===== src/rtl/sram_march_bist_pkg.sv =====
`default_nettype none
// ============================================================================
// Module      : sram_march_bist_pkg
// Description : Shared definitions for the March C- SRAM BIST: controller
//               state encoding, march element indices E0..E5 and the
//               per-element operation table (direction, op count, op kinds
//               and data values).
// Revision    : 1.0 - initial release
// ============================================================================
package sram_march_bist_pkg;

    // Controller states.
    typedef enum logic [1:0] {
        ST_IDLE  = 2'd0,
        ST_RUN   = 2'd1,
        ST_DRAIN = 2'd2,
        ST_DONE  = 2'd3
    } bist_state_t;

    // March element indices.
    localparam logic [2:0] c_E0 = 3'd0;
    localparam logic [2:0] c_E1 = 3'd1;
    localparam logic [2:0] c_E2 = 3'd2;
    localparam logic [2:0] c_E3 = 3'd3;
    localparam logic [2:0] c_E4 = 3'd4;
    localparam logic [2:0] c_E5 = 3'd5;

    // One march element: address direction, ops per address (1 or 2) and,
    // for each op slot, whether it is a read and which data value (0/1) it
    // writes or expects.
    typedef struct packed {
        logic       down;
        logic [1:0] n_ops;
        logic       op0_rd;
        logic       op0_val;
        logic       op1_rd;
        logic       op1_val;
    } elem_cfg_t;

    // March C-:
    //   E0 up(w0); E1 up(r0,w1); E2 up(r1,w0);
    //   E3 down(r0,w1); E4 down(r1,w0); E5 up(r0)
    function automatic elem_cfg_t elem_cfg(input logic [2:0] elem);
        elem_cfg_t cfg;
        cfg = '0;
        case (elem)
            c_E0: cfg = '{down: 1'b0, n_ops: 2'd1, op0_rd: 1'b0, op0_val: 1'b0, op1_rd: 1'b0, op1_val: 1'b0};
            c_E1: cfg = '{down: 1'b0, n_ops: 2'd2, op0_rd: 1'b1, op0_val: 1'b0, op1_rd: 1'b0, op1_val: 1'b1};
            c_E2: cfg = '{down: 1'b0, n_ops: 2'd2, op0_rd: 1'b1, op0_val: 1'b1, op1_rd: 1'b0, op1_val: 1'b0};
            c_E3: cfg = '{down: 1'b1, n_ops: 2'd2, op0_rd: 1'b1, op0_val: 1'b0, op1_rd: 1'b0, op1_val: 1'b1};
            c_E4: cfg = '{down: 1'b1, n_ops: 2'd2, op0_rd: 1'b1, op0_val: 1'b1, op1_rd: 1'b0, op1_val: 1'b0};
            c_E5: cfg = '{down: 1'b0, n_ops: 2'd1, op0_rd: 1'b1, op0_val: 1'b0, op1_rd: 1'b0, op1_val: 1'b0};
            default: cfg = '0;
        endcase
        return cfg;
    endfunction

    // Direction of an element, used to pick the start address of the next one.
    function automatic logic elem_is_down(input logic [2:0] elem);
        elem_cfg_t cfg;
        cfg = elem_cfg(elem);
        return cfg.down;
    endfunction

endpackage
`default_nettype wire


===== src/rtl/sram_bist_cmp.sv =====
`default_nettype none
// ============================================================================
// Module      : sram_bist_cmp
// Description : Read-data checker for the March BIST. A read issued in one
//               cycle registers its expected word here; the next cycle that
//               word is compared against the SRAM's registered read data and
//               any difference sets a sticky fail flag.
//               With SRAM_BIST_FAIL_LOG_EN defined, the address, element and
//               differing bits of the first mismatch are also captured.
// Ports       : clk, rst        - clock, asynchronous active-high reset
//               i_clear         - clear flag/log (test start)
//               i_rd_issue      - a read op is on the SRAM port this cycle
//               i_exp_data      - word that read should return
//               i_dout          - SRAM read data (valid cycle after read)
//               i_addr, i_elem  - read address/element (fail log only)
//               o_fail          - sticky mismatch flag
//               o_fail_addr/elem/bits - first-mismatch log (fail log only)
// Revision    : 1.0 - initial release
// ============================================================================
module sram_bist_cmp #(
    parameter int P_DATA_WIDTH = 64,
    parameter int P_ADDR_WIDTH = 6
) (
    input  logic                    clk,
    input  logic                    rst,
    input  logic                    i_clear,
    input  logic                    i_rd_issue,
    input  logic [P_DATA_WIDTH-1:0] i_exp_data,
    input  logic [P_DATA_WIDTH-1:0] i_dout,
`ifdef SRAM_BIST_FAIL_LOG_EN
    input  logic [P_ADDR_WIDTH-1:0] i_addr,
    input  logic [2:0]              i_elem,
    output logic [P_ADDR_WIDTH-1:0] o_fail_addr,
    output logic [2:0]              o_fail_elem,
    output logic [P_DATA_WIDTH-1:0] o_fail_bits,
`endif
    output logic                    o_fail
);

    logic                    r_exp_valid;
    logic [P_DATA_WIDTH-1:0] r_exp_data;
    logic                    r_fail;
    logic [P_DATA_WIDTH-1:0] w_diff;
    logic                    w_mismatch;

    assign w_diff     = r_exp_data ^ i_dout;
    assign w_mismatch = r_exp_valid && (|w_diff);
    assign o_fail     = r_fail;

    always_ff @(posedge clk or posedge rst) begin
        if (rst) begin
            r_exp_valid <= 1'b0;
            r_exp_data  <= '0;
            r_fail      <= 1'b0;
        end else if (i_clear) begin
            r_exp_valid <= 1'b0;
            r_fail      <= 1'b0;
        end else begin
            r_exp_valid <= i_rd_issue;
            if (i_rd_issue) begin
                r_exp_data <= i_exp_data;
            end
            if (w_mismatch) begin
                r_fail <= 1'b1;
            end
        end
    end

`ifdef SRAM_BIST_FAIL_LOG_EN
    logic [P_ADDR_WIDTH-1:0] r_exp_addr;
    logic [2:0]              r_exp_elem;
    logic [P_ADDR_WIDTH-1:0] r_fail_addr;
    logic [2:0]              r_fail_elem;
    logic [P_DATA_WIDTH-1:0] r_fail_bits;

    // Only the first mismatch of a run is logged: later ones find r_fail set.
    always_ff @(posedge clk or posedge rst) begin
        if (rst) begin
            r_exp_addr  <= '0;
            r_exp_elem  <= '0;
            r_fail_addr <= '0;
            r_fail_elem <= '0;
            r_fail_bits <= '0;
        end else if (i_clear) begin
            r_fail_addr <= '0;
            r_fail_elem <= '0;
            r_fail_bits <= '0;
        end else begin
            if (i_rd_issue) begin
                r_exp_addr <= i_addr;
                r_exp_elem <= i_elem;
            end
            if (w_mismatch && !r_fail) begin
                r_fail_addr <= r_exp_addr;
                r_fail_elem <= r_exp_elem;
                r_fail_bits <= w_diff;
            end
        end
    end

    assign o_fail_addr = r_fail_addr;
    assign o_fail_elem = r_fail_elem;
    assign o_fail_bits = r_fail_bits;
`endif

endmodule
`default_nettype wire


===== src/rtl/sram_march_bist.sv =====
`default_nettype none
// ============================================================================
// Module      : sram_march_bist
// Description : March C- BIST controller for a single-port SRAM BIST port.
//               One SRAM op per cycle, 10*N ops per run, then one drain
//               cycle for the final read compare, then DONE.
//               Optional feature macro: SRAM_BIST_FAIL_LOG_EN adds the
//               first-mismatch log outputs A_FAIL_ADDR/ELEM/BITS.
// Ports       : A_CLK, A_RST        - clock, asynchronous active-high reset
//               A_START             - test request (accepted in IDLE/DONE)
//               A_BUSY, A_DONE      - run status
//               A_FAIL              - sticky mismatch flag
//               A_BIST_EN           - selects the SRAM BIST port
//               A_BIST_ADDR/DIN/BM  - SRAM address, write data, bit mask
//               A_BIST_MEN/WEN/REN  - SRAM memory/write/read enables
//               A_DOUT              - SRAM registered read data
//               A_FAIL_ADDR/ELEM/BITS - first mismatch (macro only)
// Revision    : 1.0 - initial release
// ============================================================================
module sram_march_bist
    import sram_march_bist_pkg::*;
#(
    parameter int P_DATA_WIDTH = 64,
    parameter int P_ADDR_WIDTH = 6
) (
    input  logic                    A_CLK,
    input  logic                    A_RST,
    input  logic                    A_START,
    output logic                    A_BUSY,
    output logic                    A_DONE,
    output logic                    A_FAIL,
    output logic                    A_BIST_EN,
    output logic [P_ADDR_WIDTH-1:0] A_BIST_ADDR,
    output logic [P_DATA_WIDTH-1:0] A_BIST_DIN,
    output logic [P_DATA_WIDTH-1:0] A_BIST_BM,
    output logic                    A_BIST_MEN,
    output logic                    A_BIST_WEN,
    output logic                    A_BIST_REN,
`ifdef SRAM_BIST_FAIL_LOG_EN
    output logic [P_ADDR_WIDTH-1:0] A_FAIL_ADDR,
    output logic [2:0]              A_FAIL_ELEM,
    output logic [P_DATA_WIDTH-1:0] A_FAIL_BITS,
`endif
    input  logic [P_DATA_WIDTH-1:0] A_DOUT
);

    localparam logic [P_ADDR_WIDTH-1:0] c_ADDR_LAST = '1;
    localparam logic [P_ADDR_WIDTH-1:0] c_ADDR_ONE  = {{(P_ADDR_WIDTH-1){1'b0}}, 1'b1};

    bist_state_t             r_state;
    bist_state_t             w_state_n;
    logic [2:0]              r_elem;
    logic [2:0]              w_elem_n;
    logic                    r_op;
    logic                    w_op_n;
    logic [P_ADDR_WIDTH-1:0] r_addr;
    logic [P_ADDR_WIDTH-1:0] w_addr_n;

    elem_cfg_t               w_cfg;
    logic                    w_next_down;
    logic                    w_op_rd;
    logic                    w_op_val;
    logic                    w_last_op;
    logic                    w_last_addr;
    logic                    w_start_accept;
    logic                    w_rd_issue;
    logic [P_DATA_WIDTH-1:0] w_op_word;

    assign w_cfg       = elem_cfg(r_elem);
    assign w_next_down = elem_is_down(r_elem + 3'd1);
    assign w_op_rd     = r_op ? w_cfg.op1_rd  : w_cfg.op0_rd;
    assign w_op_val    = r_op ? w_cfg.op1_val : w_cfg.op0_val;
    assign w_op_word   = {P_DATA_WIDTH{w_op_val}};
    assign w_last_op   = ({1'b0, r_op} == (w_cfg.n_ops - 2'd1));
    assign w_last_addr = w_cfg.down ? (r_addr == '0) : (r_addr == c_ADDR_LAST);
    assign A_DONE      = (r_state == ST_DONE);

    always_ff @(posedge A_CLK or posedge A_RST) begin
        if (A_RST) begin
            r_state <= ST_IDLE;
            r_elem  <= c_E0;
            r_op    <= 1'b0;
            r_addr  <= '0;
        end else begin
            r_state <= w_state_n;
            r_elem  <= w_elem_n;
            r_op    <= w_op_n;
            r_addr  <= w_addr_n;
        end
    end

    // Ops are presented straight from the registered element/op/address
    // counters, so the op for a cycle is fully determined by state alone and
    // an asynchronous reset kills the SRAM enables within the same cycle.
    always_comb begin
        w_state_n      = r_state;
        w_elem_n       = r_elem;
        w_op_n         = r_op;
        w_addr_n       = r_addr;
        w_start_accept = 1'b0;
        w_rd_issue     = 1'b0;
        A_BUSY         = 1'b0;
        A_BIST_EN      = 1'b0;
        A_BIST_BM      = '0;
        A_BIST_DIN     = '0;
        A_BIST_MEN     = 1'b0;
        A_BIST_WEN     = 1'b0;
        A_BIST_REN     = 1'b0;
        A_BIST_ADDR    = '0;

        case (r_state)
            ST_IDLE, ST_DONE: begin
                if (A_START) begin
                    w_start_accept = 1'b1;
                    w_state_n      = ST_RUN;
                    w_elem_n       = c_E0;
                    w_op_n         = 1'b0;
                    w_addr_n       = '0;
                end
            end

            ST_RUN: begin
                A_BUSY      = 1'b1;
                A_BIST_EN   = 1'b1;
                A_BIST_BM   = '1;
                A_BIST_MEN  = 1'b1;
                A_BIST_WEN  = !w_op_rd;
                A_BIST_REN  = w_op_rd;
                A_BIST_ADDR = r_addr;
                A_BIST_DIN  = w_op_rd ? '0 : w_op_word;
                w_rd_issue  = w_op_rd;

                if (!w_last_op) begin
                    w_op_n = r_op + 1'b1;
                end else begin
                    w_op_n = 1'b0;
                    if (!w_last_addr) begin
                        w_addr_n = w_cfg.down ? (r_addr - c_ADDR_ONE) : (r_addr + c_ADDR_ONE);
                    end else if (r_elem == c_E5) begin
                        w_state_n = ST_DRAIN;
                    end else begin
                        // Jump straight to the next element's first address.
                        w_elem_n = r_elem + 3'd1;
                        w_addr_n = w_next_down ? c_ADDR_LAST : '0;
                    end
                end
            end

            ST_DRAIN: begin
                // No op this cycle; the final E5 read is compared here.
                A_BUSY    = 1'b1;
                A_BIST_EN = 1'b1;
                A_BIST_BM = '1;
                w_state_n = ST_DONE;
            end

            default: begin
                w_state_n = ST_IDLE;
            end
        endcase
    end

    sram_bist_cmp #(
        .P_DATA_WIDTH (P_DATA_WIDTH),
        .P_ADDR_WIDTH (P_ADDR_WIDTH)
    ) u_cmp (
        .clk         (A_CLK),
        .rst         (A_RST),
        .i_clear     (w_start_accept),
        .i_rd_issue  (w_rd_issue),
        .i_exp_data  (w_op_word),
        .i_dout      (A_DOUT),
`ifdef SRAM_BIST_FAIL_LOG_EN
        .i_addr      (r_addr),
        .i_elem      (r_elem),
        .o_fail_addr (A_FAIL_ADDR),
        .o_fail_elem (A_FAIL_ELEM),
        .o_fail_bits (A_FAIL_BITS),
`endif
        .o_fail      (A_FAIL)
    );

endmodule
`default_nettype wire


===== config.mk =====
export PLATFORM = sky130hd
export DESIGN_NAME = sram_march_bist
export DESIGN_NICKNAME = d
export VERILOG_FILES = /design/src/rtl/sram_march_bist_pkg.sv /design/src/rtl/sram_bist_cmp.sv /design/src/rtl/sram_march_bist.sv
export SDC_FILE = /design/constraint.sdc
export NUM_CORES = 1
export LEC_CHECK = 0
export CORE_MARGIN = 10
export CORE_UTILIZATION = 30
export CTS_CLUSTER_SIZE = 20
export DETAILED_ROUTE_END_ITERATION = 16
export GPL_TIMING_DRIVEN = 0
export PLACE_DENSITY = 0.78
export SLEW_MARGIN = 20
export SYNTH_ARGS = -nofsm -noshare
export SYNTH_HDL_FRONTEND = slang
export SYNTH_SLANG_ARGS = --single-unit

===== constraint.sdc =====
create_clock -name A_CLK -period 3.1 [get_ports A_CLK]
set_input_delay 0.465 -clock A_CLK [delete_from_list [all_inputs] [get_ports A_CLK]]
set_output_delay 0.465 -clock A_CLK [all_outputs]
set_load 0.005 [all_outputs]

# After elaboration in Yosys (flattened, before gate mapping)
# Cells that the tools add are included.
op_classes:
  addsub: 5
  eq_ne: 21
  muxes: 38
  bitwise: 2
  reduce_logical: 16
ops:
  columns: ["cell", "count"]
  rows:
  - ["$mux 64", 3]
  - ["$pmux 7 s6", 2]
  - ["$reduce_or 64->1", 1]
  - ["$xor 64x64->64", 1]
  - ["$mux 6", 7]
  - ["$mux 1", 14]
  - ["$eq 3x2->1 const B", 4]
  - ["$eq 3x3->1 const B", 4]
  - ["$mux 3", 4]
  - ["$pmux 6 s2", 1]
  - ["$ne 2x2->1 const B", 5]
  - ["$mux 2", 4]
  - ["$reduce_and 4->1", 2]
  - ["$add 6x1->6 const B", 1]
  - ["$eq 3x1->1 const B", 2]
  - ["$eq 6x6->1 const B", 1]
  - ["$logic_not 3->1", 2]
  - ["$logic_not 6->1", 1]
  - ["$pmux 2 s3", 1]
  - ["$pmux 3 s2", 1]
  - ["$sub 6x1->6 const B", 1]
  - ["$reduce_and 5->1", 1]
  - ["$eq 2x2->1 const B", 2]
  - ["$reduce_and 2->1", 2]
  - ["other kinds (13)", 15]
word_totals:
  register_bits: 15
  inputBits: 67
  output_inout_bits: 141
  elab_cells: 89

# Longest topological paths before layout
logic_depth:
  ltp_word: 8
  ltp_mapped: 11
  ltp_nobuf: 11

# Modules after synthesis
# Synthesis repeated with hierarchy kept, for this count alone.
unflattened:
  hier_cells: 479
  area_unflattened_um2: 5210.0
modules_own_cells:
  columns: ["module", "instances", "cells_each", "area_per_inst_um2", "seq_area_each_um2"]
  rows:
  - ["sram_bist_cmp", 1, 227, 3141.8, 1651.6]
  - ["sram_march_bist", 1, 252, 2068.2, 300.3]

# Worst setup path after synthesis
# OpenSTA, ideal clock, no wires.
synth_path:
  kind: "register to output"
  startpoint: "reg r_state[1]"
  endpoint: "out A_BIST_DIN[10]"
  arrival_ps: 2568
  required_ps: 2635
  slack_ps: 67
  path_stages_with_launch: 7
  n_path_buf: 1
  path_cell_list: "dfrtp_1 -> inv_1 -> ha_1 -> clkinv_1 -> nor2_1 -> and2_1 -> buf_4"
synth_between:
  elab_chain_len: 2
synth_lines:
  columns: ["item", "line_no", "rtl"]
  rows:
  - ["from (decl)", "sram_march_bist.sv:50", "bist_state_t r_state;"]
  - ["from (signal assigned)", "sram_march_bist.sv:85", "r_state <= w_state_n;"]
  - ["$eq 2x1->1", "sram_march_bist.sv:111", "case (r_state)"]
  - ["$mux 64", "sram_march_bist.sv:111", null]
  - ["to (decl)", "sram_march_bist.sv:34", "output logic [P_DATA_WIDTH-1:0] A_BIST_DIN,"]
# Every way passes these cells.

# Worst setup path after layout
layout_path:
  startpoint: "reg r_elem[1]"
  endpoint: "out A_BIST_DIN[25]"
layout_between:
  elab_chain_len: 5
  elab_cells_between_ends: 11
  cone_classes: "eq/ne: 5; mux: 5; reduce/logical: 1"
layout_lines:
  columns: ["item", "line_no", "rtl"]
  rows:
  - ["from (decl)", "sram_march_bist.sv:52", "logic [2:0] r_elem;"]
  - ["from (signal assigned)", "sram_march_bist.sv:86", "r_elem <= w_elem_n;"]
  - ["$eq 3x3->1 (tied with other cells)", "sram_march_bist_pkg.sv:46", "case (elem)"]
  - ["$pmux 7 s6 (*)", "sram_march_bist_pkg.sv:46", null]
  - ["$mux 1, on equally long branches", "sram_march_bist.sv:72, sram_march_bist.sv:71", null]
  - ["$mux 64 (*)", "sram_march_bist.sv:130", "A_BIST_DIN = w_op_rd ? '0 : w_op_word;"]
  - ["$mux 64 (*)", "sram_march_bist.sv:111", null]
# Mark *: on every way between the ends. The rest lies on a longest branch, timed or not.

==> PnR_summary.wiki <==
{| class="wikitable"
! Metric !! Value
|-
| Status || finished clean
|-
| Global placer's final weighted congestion || 0.895
|-
| Setup-failing EPs final || 0
|-
| Final Hold Fails || 0
|-
| Share of final-layout standard cells stronger than drive strength 1 || 29.7%
|-
| Non-filler instance count after layout || 653
|-
| Die outline area || 12400 µm²
|-
| Peak supply drop || 1.54 mV
|-
| Largest stage delay on the critical path || 0.52 ns
|-
| Worst R2R Setup Slack || 0.75 ns
|-
| Placed wire-length estimate after detailed placement || 8570 µm
|-
| Critical path buffer and inverter count || 5
|-
| Final setup TNS || 0 ns
|-
| Initial DRC Count || 104
|-
| Total DRC errors in the routed layout || 0
|-
| Leading post-synthesis cells by instance count || 128 x sky130_fd_sc_hd__buf_4, 18 x sky130_fd_sc_hd__nand2_1, 15 x sky130_fd_sc_hd__dfrtp_1
|-
| Number of antenna repair diodes || 0
|-
| Crit-path cells || inv_1 -> ha_4 -> a21oi_1 -> a221oi_2 -> buf_4 -> and2_4 -> buf_4 -> buf_4 -> clkdlybuf4s50_1
|-
| Seq pwr share || 6.3%
|-
| Antenna violations before repair || 0
|-
| Top cell type by total area after synthesis || sky130_fd_sc_hd__buf_4
|-
| Sequential cell area || 378 µm²
|-
| Critical Path Start Type || register
|-
| Switching Share || 32.3%
|-
| Max Cap Viol || 0
|-
| Core area || 8180 µm²
|-
| R2r worst-path depth || 6
|-
| Count of flip-flops with a built-in enable after synthesis || 0
|-
| Clock share of power || 3.8%
|-
| Post-Syn Area || 2510 µm²
|-
| Number of distinct library cells after synthesis || 44
|-
| Final wirelength || 10400 µm
|-
| Number of placed I/O pins || 208
|-
| Shortest clock period the worst path allows after layout || 3.02 ns
|-
| Root Driver || sky130_fd_sc_hd__clkbuf_8
|-
| Number of nets in the layout || 627
|-
| Number of buffers added on ports || 207
|-
| Detailed-routing iteration count for the pre-antenna-repair pass || 4
|-
| Cell with the largest stage delay on the worst path || sky130_fd_sc_hd__clkdlybuf4s50_1
|-
| Start of the worst register-to-register path || r_state[0]$_DFFE_PP0P_
|-
| Sequential element share of the synthesized area || 14.9%
|-
| Count of clock tree sinks || 15
|-
| Asr flop ratio synth || 100%
|-
| Maximum frequency from static timing analysis || 0.331 GHz
|-
| Clock tree skew after final layout || 0.00790 ns
|-
| Clock buffers created by TritonCTS || 3
|-
| Capturing point of the worst reg2reg path || r_addr[4]$_DFFE_PP0P_
|-
| Dominant cells by area after synthesis || sky130_fd_sc_hd__buf_4 38%, sky130_fd_sc_hd__dfrtp_1 15%, sky130_fd_sc_hd__ha_1 5.5%
|-
| Mapped Avg Cell Area || 7.64 µm²
|-
| Overall routing resource usage || 15.1%
|-
| Max-slew violation count || 0
|-
| Internal power of the cells || 2930 µW
|-
| # rows || 33
|-
| Type of element capturing the critical path || primary output
|-
| Switch Pwr || 1400 µW
|-
| Peak fanout along the critical path || 9
|-
| Clock Tree Buf Depth || 2
|-
| Slew HR || 57.2%
|-
| Post-Synthesis Net Count || 407
|-
| Path type of the worst setup path || register to primary output
|-
| Overall via count from detail_route || 2978
|-
| Top FF cell, synth || sky130_fd_sc_hd__dfrtp_1
|-
| Clock slew seen by the registers of the worst setup and hold paths || 0.07 ns
|-
| Final hold slack || 0.507 ns
|-
| Most instantiated library cell after synthesis || sky130_fd_sc_hd__buf_4
|-
| Instance count of the mapped netlist || 329
|-
| Maximum number of pins on one net before global-route repair || 44
|-
| Warnings from Yosys || 0
|-
| Most used cell along the critical path || sky130_fd_sc_hd__buf_4
|-
| # H-tree levels || 1
|-
| Critical path data arrival time || 2.55 ns
|-
| Clock tree from TritonCTS || done
|-
| Worst slew pin tran || 0.641 ns
|-
| Area used by multi-input combinational logic || 1150 µm²
|-
| Comb power frac || 89.9%
|-
| Vias in the first global route || 2908
|-
| Leakage power of the design || 0.00208 µW
|-
| Total grt overflow || 0
|-
| Fin crit share || 97.3%
|-
| Die height || 112 µm
|-
| Worst Hold Path EP || u_cmp.o_fail$_DFFE_PP0P_
|-
| Post-DRT Antenna Nets || 0
|-
| Number of cells after detailed placement || 643
|-
| Die Wd || 112 µm
|-
| Worst setup margin || 0.0824 ns
|-
| Starting utilization of the core area || 30.8%
|-
| Insertion delay of the later-clocked pin in the worst-skew pair || 0.25 ns
|-
| Cells on Worst Hold Path || 2
|-
| Worst-case setup slack after placement || -0.145 ns
|-
| Yosys top cell area share || 38.2%
|-
| DR WL/cell || 15.9 µm
|-
| Syn-to-layout area delta || 95.5%
|-
| Worst EP required || 2.63 ns
|-
| Top Family by Delay on Critical Path || buffers and inverters
|-
| Final Power || 4320 µW
|-
| Wire length of the first global-routing pass || 15700 µm
|-
| Filler Cells Inserted || 704
|-
| Power per cell area || 880 nW/µm²
|-
| Hold_sp || u_cmp.o_fail$_DFFE_PP0P_
|-
| Count of state elements after synthesis || 15
|-
| Kind of path behind the tightest hold check || register to register
|-
| Detail-routed via count per cell || 4.56
|}
[registers in the layout, indices dropped and copies added (netlist names)]
signal             cells
r_elem                 3
u_cmp.r_exp_data       1
u_cmp.r_exp_valid      1
r_op                   1
u_cmp.o_fail           1
r_addr                 6
r_state                2
[logic make-up after synthesis]
logic type               count (synthesis)  synth area share (%)
buffers and inverters                  146                  41.2
AND/OR/NAND/NOR                        108                  23.8
AO/OA/AOI/OAI                           43                  12.0
flip-flops                              15                  14.9
adder cells (fa/ha/maj)                 11                  5.47
multiplexers                             6                  2.64
[what timing repair did]
| item | CTS | global route |
|---|---|---|
| setup endpoints to repair | 64 | 63 |
| cloned | 1 | 1 |
| resized for setup | 4 | 9 |
| buffers inserted | 3 | 1 |
| hold buffers | 0 | 0 |
| hold endpoints to repair | 0 | 0 |
| pin swaps | 2 | 0 |
[worst min-delay path: stages (launching register included)]
cell and delay, ns:
sky130_fd_sc_hd__dfrtp_1 0.35, sky130_fd_sc_hd__nand2_1 0.05, sky130_fd_sc_hd__o21ai_0 0.07
[layout make-up]
class / instances / share of cell area (%)
plain buffers: 131 / 19.9
clock buffers: 4 / 0.916
inverters: 15 / 1.17
multi-input cells: 169 / 23.4
flip-flops and latches: 15 / 7.69
well taps: 105 / 2.67
repair buffers: 214 / 44.2
[metrics by stage]
| step | cell area [µm²] | util, % |
|---|---|---|
| global placement | 4720 | 57.7 |
| finish | 4920 | 60.1 |
| CTS | 4850 | 59.4 |
| global route | 4920 | 60.1 |
| detailed placement | 4770 | 58.3 |
| floorplan | 2510 | - |
[how the worst max path moves through the flow]
stage                           start             end  slack, ns  cells after the start
6_report        r_elem[1]$_DFFE_PP0P_  A_BIST_DIN[25]       0.08                      9
3_5_place_dp   r_state[1]$_DFFE_PP0P_   A_BIST_DIN[5]      -0.15                      8
4_1_cts         r_elem[1]$_DFFE_PP0P_   A_BIST_DIN[5]       0.04                      9
2_1_floorplan  r_state[1]$_DFFE_PP0P_  A_BIST_DIN[10]       0.07                      6
3_3_place_gp   r_state[1]$_DFFE_PP0P_  A_BIST_DIN[26]      -0.94                      7
5_1_grt        r_state[1]$_DFFE_PP0P_  A_BIST_DIN[34]    -0.0006                      7
[cell usage in the layout (no fill, tap or decap), types with 5 or more instances in the layout]
cell type,n
sky130_fd_sc_hd__nor3_1,10
sky130_fd_sc_hd__nor2_1,11
sky130_fd_sc_hd__nor4_1,11
sky130_fd_sc_hd__buf_4,132
sky130_fd_sc_hd__inv_1,11
sky130_fd_sc_hd__dfrtp_1,13
sky130_fd_sc_hd__o22ai_1,5
sky130_fd_sc_hd__a21oi_1,9
sky130_fd_sc_hd__or3_1,9
sky130_fd_sc_hd__nand2_1,18
sky130_fd_sc_hd__nand3_1,14
sky130_fd_sc_hd__nand4_1,11
sky130_fd_sc_hd__clkdlybuf4s50_1,207
sky130_fd_sc_hd__o21ai_0,9
sky130_fd_sc_hd__or4_1,10
sky130_fd_sc_hd__ha_1,8
[power by group through the flow]
stage	combinational, µW	clock, µW	sequential, µW
after global placement	3900	0	274
final	3890	165	274
after CTS	3950	167	272
after detailed placement	3910	0	275
after floorplan	1840	0	263
after global routing	4230	178	278
[layer usage]
layer | wire length, µm | GRT usage, %
met5 | 0 | 0
met4 | 27 | 1.54
met3 | 1570 | 10.6
met2 | 4660 | 25.0
met1 | 4140 | 16.1
Power figures use the tool's default switching activity.
